$ cat src/rtl/mips_ctrl_state_pkg.sv
// mips_ctrl_state_pkg: ALU, instruction-type, opcode/funct and exception-cause encodings.
package mips_ctrl_state_pkg;
  typedef enum logic [3:0] {
    ALU_ADD = 4'd0, ALU_ADDU = 4'd1, ALU_SUB = 4'd2, ALU_SUBU = 4'd3,
    ALU_AND = 4'd4, ALU_OR = 4'd5, ALU_XOR = 4'd6, ALU_NOR = 4'd7,
    ALU_SLL = 4'd8, ALU_SRL = 4'd9, ALU_SRA = 4'd10, ALU_SLT = 4'd11, ALU_SLTU = 4'd12
  } alu_op_e;
  typedef enum logic [1:0] {IT_R = 2'd0, IT_I = 2'd1, IT_J = 2'd2, IT_B = 2'd3} ins_type_e;
  localparam logic [5:0] OP_SPECIAL = 6'h00, OP_J = 6'h02, OP_JAL = 6'h03, OP_BEQ = 6'h04,
                         OP_BNE = 6'h05, OP_ADDI = 6'h08, OP_ADDIU = 6'h09, OP_SLTI = 6'h0A,
                         OP_SLTIU = 6'h0B, OP_ANDI = 6'h0C, OP_ORI = 6'h0D, OP_XORI = 6'h0E,
                         OP_LB = 6'h20, OP_LH = 6'h21, OP_LW = 6'h23,
                         OP_SB = 6'h28, OP_SH = 6'h29, OP_SW = 6'h2B;
  localparam logic [5:0] FN_SLL = 6'h00, FN_SRL = 6'h02, FN_SRA = 6'h03, FN_SYSCALL = 6'h0C,
                         FN_ADD = 6'h20, FN_ADDU = 6'h21, FN_SUB = 6'h22, FN_SUBU = 6'h23,
                         FN_AND = 6'h24, FN_OR = 6'h25, FN_XOR = 6'h26, FN_NOR = 6'h27,
                         FN_SLT = 6'h2A, FN_SLTU = 6'h2B;
  localparam logic [4:0] EXC_NONE = 5'd0, EXC_ADEL = 5'd4, EXC_ADES = 5'd5, EXC_IBE = 5'd6,
                         EXC_DBE = 5'd7, EXC_BP = 5'd9, EXC_RI = 5'd10, EXC_CPU = 5'd11,
                         EXC_OV = 5'd12;
endpackage

$ cat src/rtl/exception_unit.sv
// exception_unit: prioritises fault inputs into a halt request, cause code and load strobes.
module exception_unit
  import mips_ctrl_state_pkg::*;
(
  input  logic       rst_b,
  input  logic       IBE,
  input  logic       DBE,
  input  logic       RI,
  input  logic       Ov,
  input  logic       BP,
  input  logic       AdEL_inst,
  input  logic       AdEL_data,
  input  logic       AdES,
  input  logic       CpU,
  output logic       exception_halt,
  output logic       load_ex_regs,
  output logic       load_bva,
  output logic       load_bva_sel,
  output logic [4:0] cause
);
  logic [4:0] win;
  logic       addr_f, data_f;
  always_comb begin
    win = EXC_NONE;
    addr_f = 1'b0;
    data_f = 1'b0;
    if (AdEL_inst) begin win = EXC_ADEL; addr_f = 1'b1; end
    else if (IBE) win = EXC_IBE;
    else if (RI) win = EXC_RI;
    else if (CpU) win = EXC_CPU;
    else if (Ov) win = EXC_OV;
    else if (BP) win = EXC_BP;
    else if (AdEL_data) begin win = EXC_ADEL; addr_f = 1'b1; data_f = 1'b1; end
    else if (AdES) begin win = EXC_ADES; addr_f = 1'b1; data_f = 1'b1; end
    else if (DBE) win = EXC_DBE;
  end
  assign exception_halt = rst_b & |{IBE, DBE, RI, Ov, BP, AdEL_inst, AdEL_data, AdES, CpU};
  assign load_ex_regs = exception_halt;
  assign load_bva = exception_halt & addr_f;
  assign load_bva_sel = rst_b & data_f;
  assign cause = rst_b ? win : EXC_NONE;
endmodule

$ cat src/rtl/mips_decode.sv
// mips_decode: combinational opcode/funct decoder producing datapath control.
module mips_decode
  import mips_ctrl_state_pkg::*;
(
  input  logic [5:0] dcd_op,
  input  logic [5:0] dcd_funct2,
  output logic       ctrl_we,
  output logic       ctrl_Sys,
  output logic       ctrl_RI,
  output logic [3:0] alu__sel,
  output logic       alu__src,
  output logic       mem_to_reg,
  output logic [1:0] ins_type,
  output logic       imm_sign,
  output logic       is_shift,
  output logic [2:0] mem_read_bytes,
  output logic [2:0] mem_write_bytes,
  output logic [3:0] mem_write_en
);
  always_comb begin
    ctrl_we = 1'b0;
    ctrl_Sys = 1'b0;
    ctrl_RI = 1'b0;
    alu__sel = ALU_ADD;
    alu__src = 1'b0;
    mem_to_reg = 1'b0;
    ins_type = IT_R;
    imm_sign = 1'b0;
    is_shift = 1'b0;
    mem_read_bytes = 3'd0;
    mem_write_bytes = 3'd0;
    mem_write_en = 4'd0;
    case (dcd_op)
      OP_SPECIAL: begin
        case (dcd_funct2)
          FN_ADD:     alu__sel = ALU_ADD;
          FN_ADDU:    alu__sel = ALU_ADDU;
          FN_SUB:     alu__sel = ALU_SUB;
          FN_SUBU:    alu__sel = ALU_SUBU;
          FN_AND:     alu__sel = ALU_AND;
          FN_OR:      alu__sel = ALU_OR;
          FN_XOR:     alu__sel = ALU_XOR;
          FN_NOR:     alu__sel = ALU_NOR;
          FN_SLT:     alu__sel = ALU_SLT;
          FN_SLTU:    alu__sel = ALU_SLTU;
          FN_SLL:     begin alu__sel = ALU_SLL; is_shift = 1'b1; end
          FN_SRL:     begin alu__sel = ALU_SRL; is_shift = 1'b1; end
          FN_SRA:     begin alu__sel = ALU_SRA; is_shift = 1'b1; end
          FN_SYSCALL: ctrl_Sys = 1'b1;
          default:    ctrl_RI = 1'b1;
        endcase
        ctrl_we = !(ctrl_Sys || ctrl_RI);
      end
      OP_ADDI, OP_ADDIU, OP_SLTI, OP_SLTIU, OP_ANDI, OP_ORI, OP_XORI: begin
        ins_type = IT_I;
        ctrl_we = 1'b1;
        alu__src = 1'b1;
        imm_sign = !dcd_op[2];
        case (dcd_op)
          OP_ADDIU: alu__sel = ALU_ADDU;
          OP_SLTI:  alu__sel = ALU_SLT;
          OP_SLTIU: alu__sel = ALU_SLTU;
          OP_ANDI:  alu__sel = ALU_AND;
          OP_ORI:   alu__sel = ALU_OR;
          OP_XORI:  alu__sel = ALU_XOR;
          default:  alu__sel = ALU_ADD;
        endcase
      end
      OP_LB, OP_LH, OP_LW: begin
        ins_type = IT_I;
        ctrl_we = 1'b1;
        mem_to_reg = 1'b1;
        alu__src = 1'b1;
        imm_sign = 1'b1;
        mem_read_bytes = dcd_op == OP_LB ? 3'd1 : dcd_op == OP_LH ? 3'd2 : 3'd4;
      end
      OP_SB, OP_SH, OP_SW: begin
        ins_type = IT_I;
        alu__src = 1'b1;
        imm_sign = 1'b1;
        mem_write_bytes = dcd_op == OP_SB ? 3'd1 : dcd_op == OP_SH ? 3'd2 : 3'd4;
        mem_write_en = dcd_op == OP_SB ? 4'b0001 : dcd_op == OP_SH ? 4'b0011 : 4'b1111;
      end
      OP_BEQ, OP_BNE: begin
        ins_type = IT_B;
        alu__sel = ALU_SUB;
      end
      OP_J, OP_JAL: begin
        ins_type = IT_J;
        ctrl_we = dcd_op == OP_JAL;
      end
      default: ctrl_RI = 1'b1;
    endcase
    if (ctrl_RI) begin
      ctrl_we = 1'b0;
      mem_write_en = 4'd0;
    end
  end
endmodule

$ cat src/rtl/regfile.sv
// regfile: 32x32 register file, two combinational read ports, r0 hardwired to zero.
module regfile (
  input  logic        clk,
  input  logic        rst_b,
  input  logic [4:0]  rs_num,
  input  logic [4:0]  rt_num,
  input  logic [4:0]  rd_num,
  input  logic [31:0] rd_data,
  input  logic        rd_we,
  output logic [31:0] rs_data,
  output logic [31:0] rt_data
);
  logic [31:0] regs_q [32];
  always_ff @(posedge clk or negedge rst_b) begin
    if (!rst_b) regs_q <= '{default: '0};
    else if (rd_we && rd_num != 5'd0) regs_q[rd_num] <= rd_data;
  end
  assign rs_data = rs_num == 5'd0 ? 32'd0 : regs_q[rs_num];
  assign rt_data = rt_num == 5'd0 ? 32'd0 : regs_q[rt_num];
endmodule

$ cat src/rtl/mips_ctrl_state.sv
// mips_ctrl_state: wrapper tying decoder, register file and exception unit together.
module mips_ctrl_state (
  input  logic        clk,
  input  logic        rst_b,
  input  logic [5:0]  dcd_op,
  input  logic [5:0]  dcd_funct2,
  output logic        ctrl_we,
  output logic        ctrl_Sys,
  output logic        ctrl_RI,
  output logic [3:0]  alu__sel,
  output logic        alu__src,
  output logic        mem_to_reg,
  output logic [1:0]  ins_type,
  output logic        imm_sign,
  output logic        is_shift,
  output logic [2:0]  mem_read_bytes,
  output logic [2:0]  mem_write_bytes,
  output logic [3:0]  mem_write_en,
  input  logic [4:0]  rs_num,
  input  logic [4:0]  rt_num,
  input  logic [4:0]  rd_num,
  input  logic [31:0] rd_data,
  input  logic        rd_we,
  input  logic        halted,
  output logic [31:0] rs_data,
  output logic [31:0] rt_data,
  input  logic [31:0] pc,
  input  logic        IBE,
  input  logic        DBE,
  input  logic        RI,
  input  logic        Ov,
  input  logic        BP,
  input  logic        AdEL_inst,
  input  logic        AdEL_data,
  input  logic        AdES,
  input  logic        CpU,
  output logic        exception_halt,
  output logic        load_ex_regs,
  output logic        load_bva,
  output logic        load_bva_sel,
  output logic [4:0]  cause
);
  // halted/pc only feed the simulation-side register dump, which lives outside synthesis
  logic unused_dump;
  assign unused_dump = ^{halted, pc};
  mips_decode u_dec (
    .dcd_op(dcd_op), .dcd_funct2(dcd_funct2), .ctrl_we(ctrl_we), .ctrl_Sys(ctrl_Sys),
    .ctrl_RI(ctrl_RI), .alu__sel(alu__sel), .alu__src(alu__src), .mem_to_reg(mem_to_reg),
    .ins_type(ins_type), .imm_sign(imm_sign), .is_shift(is_shift),
    .mem_read_bytes(mem_read_bytes), .mem_write_bytes(mem_write_bytes),
    .mem_write_en(mem_write_en)
  );
  regfile u_rf (
    .clk(clk), .rst_b(rst_b), .rs_num(rs_num), .rt_num(rt_num), .rd_num(rd_num),
    .rd_data(rd_data), .rd_we(rd_we), .rs_data(rs_data), .rt_data(rt_data)
  );
  exception_unit u_exc (
    .rst_b(rst_b), .IBE(IBE), .DBE(DBE), .RI(RI), .Ov(Ov), .BP(BP), .AdEL_inst(AdEL_inst),
    .AdEL_data(AdEL_data), .AdES(AdES), .CpU(CpU), .exception_halt(exception_halt),
    .load_ex_regs(load_ex_regs), .load_bva(load_bva), .load_bva_sel(load_bva_sel),
    .cause(cause)
  );
endmodule

$ cat config.mk
export PLATFORM = sky130hd
export DESIGN_NAME = mips_ctrl_state
export DESIGN_NICKNAME = d
export VERILOG_FILES = /design/src/rtl/mips_ctrl_state_pkg.sv /design/src/rtl/exception_unit.sv /design/src/rtl/mips_decode.sv /design/src/rtl/regfile.sv /design/src/rtl/mips_ctrl_state.sv
export SDC_FILE = /design/constraint.sdc
export NUM_CORES = 2
export LEC_CHECK = 0
export ABC_CLOCK_PERIOD_IN_PS = 2900
export CAP_MARGIN = 20
export CORE_MARGIN = 2
export CORE_UTILIZATION = 24
export CTS_BUF_LIST = sky130_fd_sc_hd__clkbuf_4 sky130_fd_sc_hd__clkbuf_8 sky130_fd_sc_hd__clkbuf_16
export DETAILED_ROUTE_END_ITERATION = 10
export GPL_ROUTABILITY_DRIVEN = 0
export PLACE_DENSITY_LB_ADDON = 0.12
export SYNTH_ARGS = -nofsm -noshare
export SYNTH_HDL_FRONTEND = slang
export SYNTH_SLANG_ARGS = --single-unit
$ cat constraint.sdc
create_clock -name clk -period 2.9 [get_ports clk]
set_input_delay 0.725 -clock clk [delete_from_list [all_inputs] [get_ports clk]]
set_output_delay 0.725 -clock clk [all_outputs]
set_load 0.01 [all_outputs]
## Word-level counts from Yosys, hierarchy flattened

Index checks and enable logic that the tools add are counted.

- Bits in registers: 1024
- Latch bits: 0
- Bits in writable memories: 0
- Memory bits (read-only): 0
- Input port bits: 104
- Output and inout port bits: 96
- Logic and storage cells: 151
- Memories: 0

- Add/subtract/negate cells: 0
- Multiply operators: 0
- Div/mod/pow operators: 0
- Order comparisons: 4
- Eq/ne operators: 30
- Shift-type cells: 0
- Muxes and demuxes: 57
- Bitwise operators: 6
- Reductions and logical operators: 22

Operator list:

| kind | number |
|---|---|
| $bwmux 1024 | 1 |
| $bmux 32 s5 | 2 |
| $mux 32 | 7 |
| $demux 32 s5 | 1 |
| $eq 6x6->1 const B | 16 |
| $eq 6x4->1 const B | 8 |
| $pmux 4 s12 | 1 |
| $mux 5 | 9 |
| $eq 6x2->1 const B | 4 |
| $pmux 4 s6 | 1 |
| $mux 3 | 7 |
| $mux 1 | 19 |
| $ge 6x6->1 const B | 3 |
| $not 5->6 | 3 |
| $reduce_or 17->1 | 1 |
| $mux 4 | 4 |
| $reduce_or 14->1 | 1 |
| $reduce_or 13->1 | 1 |
| $eq 6x3->1 const B | 2 |
| $logic_not 6->1 | 2 |
| $pmux 4 s3 | 1 |
| $logic_not 5->1 | 2 |
| $reduce_or 10->1 | 1 |
| $reduce_or 3->1 | 3 |
| other kinds (13) | 19 |

## Depth between registers and ports, before layout

- Word-level depth: 10
- Mapped depth: 10
- Depth with buffers taken out: 4

## Hierarchy

From an unflattened synthesis, not the netlist that was laid out.

- Cell total of the unflattened synthesis: 3910
- Area total of the unflattened synthesis: 55265.5 sq um

By module, submodules not included:

| module | instances | cells an instance | area an instance (sq um) | sequential area each (sq um) |
|---|---|---|---|---|
| regfile | 1 | 3788 | 54507.3 | 25624.6 |
| mips_decode | 1 | 97 | 590.6 | 0.0 |
| exception_unit | 1 | 25 | 167.7 | 0.0 |

## Worst setup path after synthesis

OpenSTA, ideal clock, no wires.

- Kind: input-to-output
- Start point: input port rs_num[2]
- End point: output port rs_data[11]
- Arrival: 2417 ps
- Data required time: 2175 ps
- Setup slack: -242 ps
- Cell stages on the path: 7
- Path buffers: 3
- Path through: buf_2 > buf_2 > clkbuf_1 > mux4_2 > a22o_1 > a2111oi_0 > nor3_1

- Word-level cells in the longest chain between the ends: 5
- Elaborated cells between the ends (all ways): 6
- Those cells by class: 4 x mux; 1 x bitwise; 1 x reduce/logical

RTL lines:

| item | RTL line | RTL |
|---|---|---|
| start, declared | mips_ctrl_state.sv:19 | `input logic [4:0] rs_num,` |
| $not 5->6 (not written as such) | regfile.sv:18 | `assign rs_data = rs_num == 5'd0 ? 32'd0 : regs_q[rs_num];` |
| $bmux 32 s5 | regfile.sv:18 |  |
| $mux 32 (not written as such) (2 in series) | regfile.sv:18 |  |
| $mux 32 * | regfile.sv:18 |  |
| end, declared | mips_ctrl_state.sv:25 | `output logic [31:0] rs_data,` |

Every way passes the cells marked *; elsewhere a longest branch is shown, timed or not. The select of a mux whose other input is x is not followed.

## Worst setup path in the final report

- Start point: input port rt_num[1]
- End point: output port rt_data[13]

- Word-level cells in the longest chain between the ends: 5
- Elaborated cells between the ends (all ways): 6
- Those cells by class: 4 x mux; 1 x bitwise; 1 x reduce/logical

RTL lines:

| item | RTL line | RTL |
|---|---|---|
| start, declared | mips_ctrl_state.sv:20 | `input logic [4:0] rt_num,` |
| $not 5->6 (not written as such) | regfile.sv:19 | `assign rt_data = rt_num == 5'd0 ? 32'd0 : regs_q[rt_num];` |
| $bmux 32 s5 | regfile.sv:19 |  |
| $mux 32 (not written as such) (2 in series) | regfile.sv:19 |  |
| $mux 32 * | regfile.sv:19 |  |
| end, declared | mips_ctrl_state.sv:26 | `output logic [31:0] rt_data,` |

Marks and branches as above.

==> results.sh <==
export IMPL_outcome="finished, violations left"
export IMPL_violations="setup timing"
export IMPL_p_leak_nw=33.73
export IMPL_cts_hold_buf=0
export IMPL_critPathArrivalTime_ps=2790
export IMPL_ant_nets=0
export IMPL_grt_pass1_wl_um=342200
export IMPL_avgSynthCellArea_um2=14.32
export IMPL_antenna_found_initial=3
export IMPL_worst_pin_slew_ps=1133
export IMPL_largest_register_ffs=1024
export IMPL_syn_instance_count=3850
export IMPL_synth_top_flop_cell="dfrtp_1"
export IMPL_yosys_warnings=0
export IMPL_fp_coreArea_um2=227900
export IMPL_p_sw_mw=13.89
export IMPL_synth_edf_count=0
export IMPL_dr_pass1_iters=7
export IMPL_fin_ws_ps=-614.7
export IMPL_pwr_density_cell_nw_per_um2=622.8
export IMPL_hold_violations=0
export IMPL_synth_compound_gate_area_share=0.05762
export IMPL_grt_pass1_vias=42040
export IMPL_reg2reg_depth=3
export IMPL_p_clk_frac=0.351
export IMPL_dp_hpwl_um=158600
export IMPL_drt_iter0_drc=2235
export IMPL_reg2reg_from="u_rf.regs_q[610]"
export IMPL_synth_area_um2=55130
export IMPL_slew_viol_final=0
export IMPL_max_cap_viol_count=0
export IMPL_drc_errors=0
export IMPL_syn2layout_area_growth_pct=39.87
export IMPL_setup_violations=64
export IMPL_grt_max_degree=141
export IMPL_clk_pin_slew_ps=60
export IMPL_yosys_area_share_adder=0
export IMPL_holdCritPathClass="in -> async"
export IMPL_seqCellArea_um2=25620
export IMPL_multi_input_area_um2=30680
export IMPL_cts_tree="built"
export IMPL_drive_above_1_share=0.6141
export IMPL_fin_crit_sh=1.212
export IMPL_combPwrFrac=0.252
export IMPL_h_tree_depth=4
export IMPL_grt_use_total=0.2042
export IMPL_seq_area_frac_synth=0.4648
export IMPL_route_vias_total=39020
export IMPL_cts_buffers=132
export IMPL_peakVddDrop_v=0.0004463
export IMPL_top_regs="u_rf.regs_q (1024)"
export IMPL_max_slew_margin=0.2431
export IMPL_endpoint="rt_data[13]"
export IMPL_switching_share=0.2891
export IMPL_rsz0062_at_grt="true"
export IMPL_synth_top_family_by_area="multiplexers"
export IMPL_clockBufferDepth=3
export IMPL_n_fill_cell=22130
export IMPL_synth_most_common_cell="dfrtp_1"
export IMPL_critPathLaunchType="primary input"
export IMPL_synth_net_count=3954
export IMPL_finalClockSkew_ps=0
export IMPL_reg2reg_slack_ps=1880
export IMPL_setup_tns_final_ps=-29460
export IMPL_yosys_area_top_type="dfrtp_1"
export IMPL_critPathKind="in -> out"
export IMPL_critPathMaxFanout=8
export IMPL_numPortBuffers=165
export IMPL_die_width_um=483.3
export IMPL_holdWs_ps=224.0
export IMPL_synth_mux_area_frac=0.4153
export IMPL_intPower_mw=34.14
export IMPL_end_kind="output pin"
export IMPL_synth_top_area_frac=0.4648
export IMPL_cp_required_ps=2170
export IMPL_initial_core_util=0.2419
export IMPL_wl_um=241000
export IMPL_via_per_inst=5.002
export IMPL_crit_path_start="rt_num[1]"
export IMPL_numClockSinks=1024
export IMPL_place_ws_ps=-1929
export IMPL_clk_latency_ps=760
export IMPL_routedWlPerCell_um=30.89
export IMPL_overflow=0
export IMPL_root_buffer="clkbuf_16"
export IMPL_nets=4806
export IMPL_max_freq_mhz=284.5
export IMPL_max_flop_register="u_rf.regs_q"
export IMPL_yosysUniqueCellTypes=55
export IMPL_period_minus_slack_ps=3515
export IMPL_yosys_area_share_simple=0.02365
export IMPL_fp_dieArea_um2=233600
export IMPL_synthTopCellsByArea="dfrtp_1 (46%), mux2_2 (18%), mux4_2 (14%)"
export IMPL_reg2reg_to="u_rf.regs_q[610]"
export IMPL_power_frac_seq=0.397
export IMPL_async_reset_ff_frac=1.000
export IMPL_io_pin_count=200
export IMPL_synth_xor_xnor_area_share=0.0003177
export IMPL_dpl_cell_area_um2=67290
export IMPL_ys_seq_elements=1024
export IMPL_final_area_um2=77110
export IMPL_die_h_um=483.3
export IMPL_yosys_top_cells_count="dfrtp_1 (1024), mux2_2 (905), mux4_2 (354)"
export IMPL_num_rows=175
repair_timing:
action / 4_1_cts / 5_1_grt
pin swaps: 191 / 124
buffers inserted: 169 / 81
setup endpoints to repair: 94 / 80
gates resized for setup: 857 / 170
gates cloned: 21 / 2
layout by cell type (no fill, tap or decap), types with 18 or more instances in the layout:
cell	count
mux2i_1	330
mux2_1	120
nor2_1	18
a2111oi_4	30
o22ai_4	21
mux4_2	354
dlygate4sd2_1	22
buf_6	101
a22o_1	37
o21ai_4	18
a211oi_2	35
o22ai_2	19
clkbuf_16	142
mux2_4	20
nor4_4	22
buf_12	208
buf_2	40
mux2_2	885
dfrtp_1	1024
clkbuf_8	20
buf_16	31
buf_8	25
a22oi_1	94
buf_4	662
a21oi_1	44
a22o_4	26
nor3_4	32
clkbuf_4	38
clkdlybuf4s50_1	49
kinds of logic after synthesis:
family                    count (synthesis)
AOI/OAI and AO/OA                       437
xor gates and xnor gates                  2
buffers and inverters                   448
DFF                                    1024
muxes                                  1717
other                                     1
and+or+nand+nor                         221
cell type report:
| class | count | area share |
|---|---|---|
| inverter | 8 | 0.0003894 |
| sequential | 1024 | 0.3323 |
| clock inverter | 28 | 0.004056 |
| timing repair buffer | 1158 | 0.1644 |
| multi-input combinational | 2378 | 0.3978 |
| clock buffer | 196 | 0.05220 |
| tap | 3009 | 0.04882 |
| antenna | 1 | 0.00003245 |
metrics by stage:
| stage | power, mW | util | instances |
|---|---|---|---|
| floorplan | 25.15 | - | 3850 |
| global placement | 30.04 | 0.2952 | 7360 |
| detailed placement | 30.10 | 0.2952 | 7361 |
| CTS | 48.24 | 0.3336 | 7745 |
| global route | 50.14 | 0.3383 | 7801 |
| finish | 48.03 | 0.3383 | 7802 |
how the worst min path moves through the flow:
stage                                 start           endpoint  slack [ps]  cells past startpoint
after floorplan                       rst_b     u_rf.regs_q[0]         430                      0
final                                 rst_b   u_rf.regs_q[535]         220                      3
after CTS                             rst_b   u_rf.regs_q[663]         170                      3
after detailed placement  u_rf.regs_q[1009]  u_rf.regs_q[1009]         390                      0
after global placement     u_rf.regs_q[992]   u_rf.regs_q[992]         390                      0
after global routing                  rst_b   u_rf.regs_q[663]         210                      3
power by group through the flow:
stage	clock, mW	sequential, mW	combinational (mW)
global route	17.8	19.4	12.9
CTS	17.3	19.0	12.0
detailed placement	0	19.2	10.9
floorplan	0	18.5	6.66
global placement	0	19.2	10.8
finish	16.8	19.1	12.1
critical path, cell delays in order:
cell	delay (ps)
buf_16	140
buf_12	130
buf_16	130
buf_12	140
mux4_2	530
mux4_2	540
o22ai_4	180
nor3_4	70
buf_2	150
routing by layer:
layer,part of all wire,global-route usage,vias up
met3,0.027,0.02064,270
met4,0.025,0.04640,2
met2,0.50,0.3578,721
met5,0.000054,0,-
li1,-,-,16620
met1,0.45,0.2704,21410
Note: power is estimated with default switching activity, not from simulation.
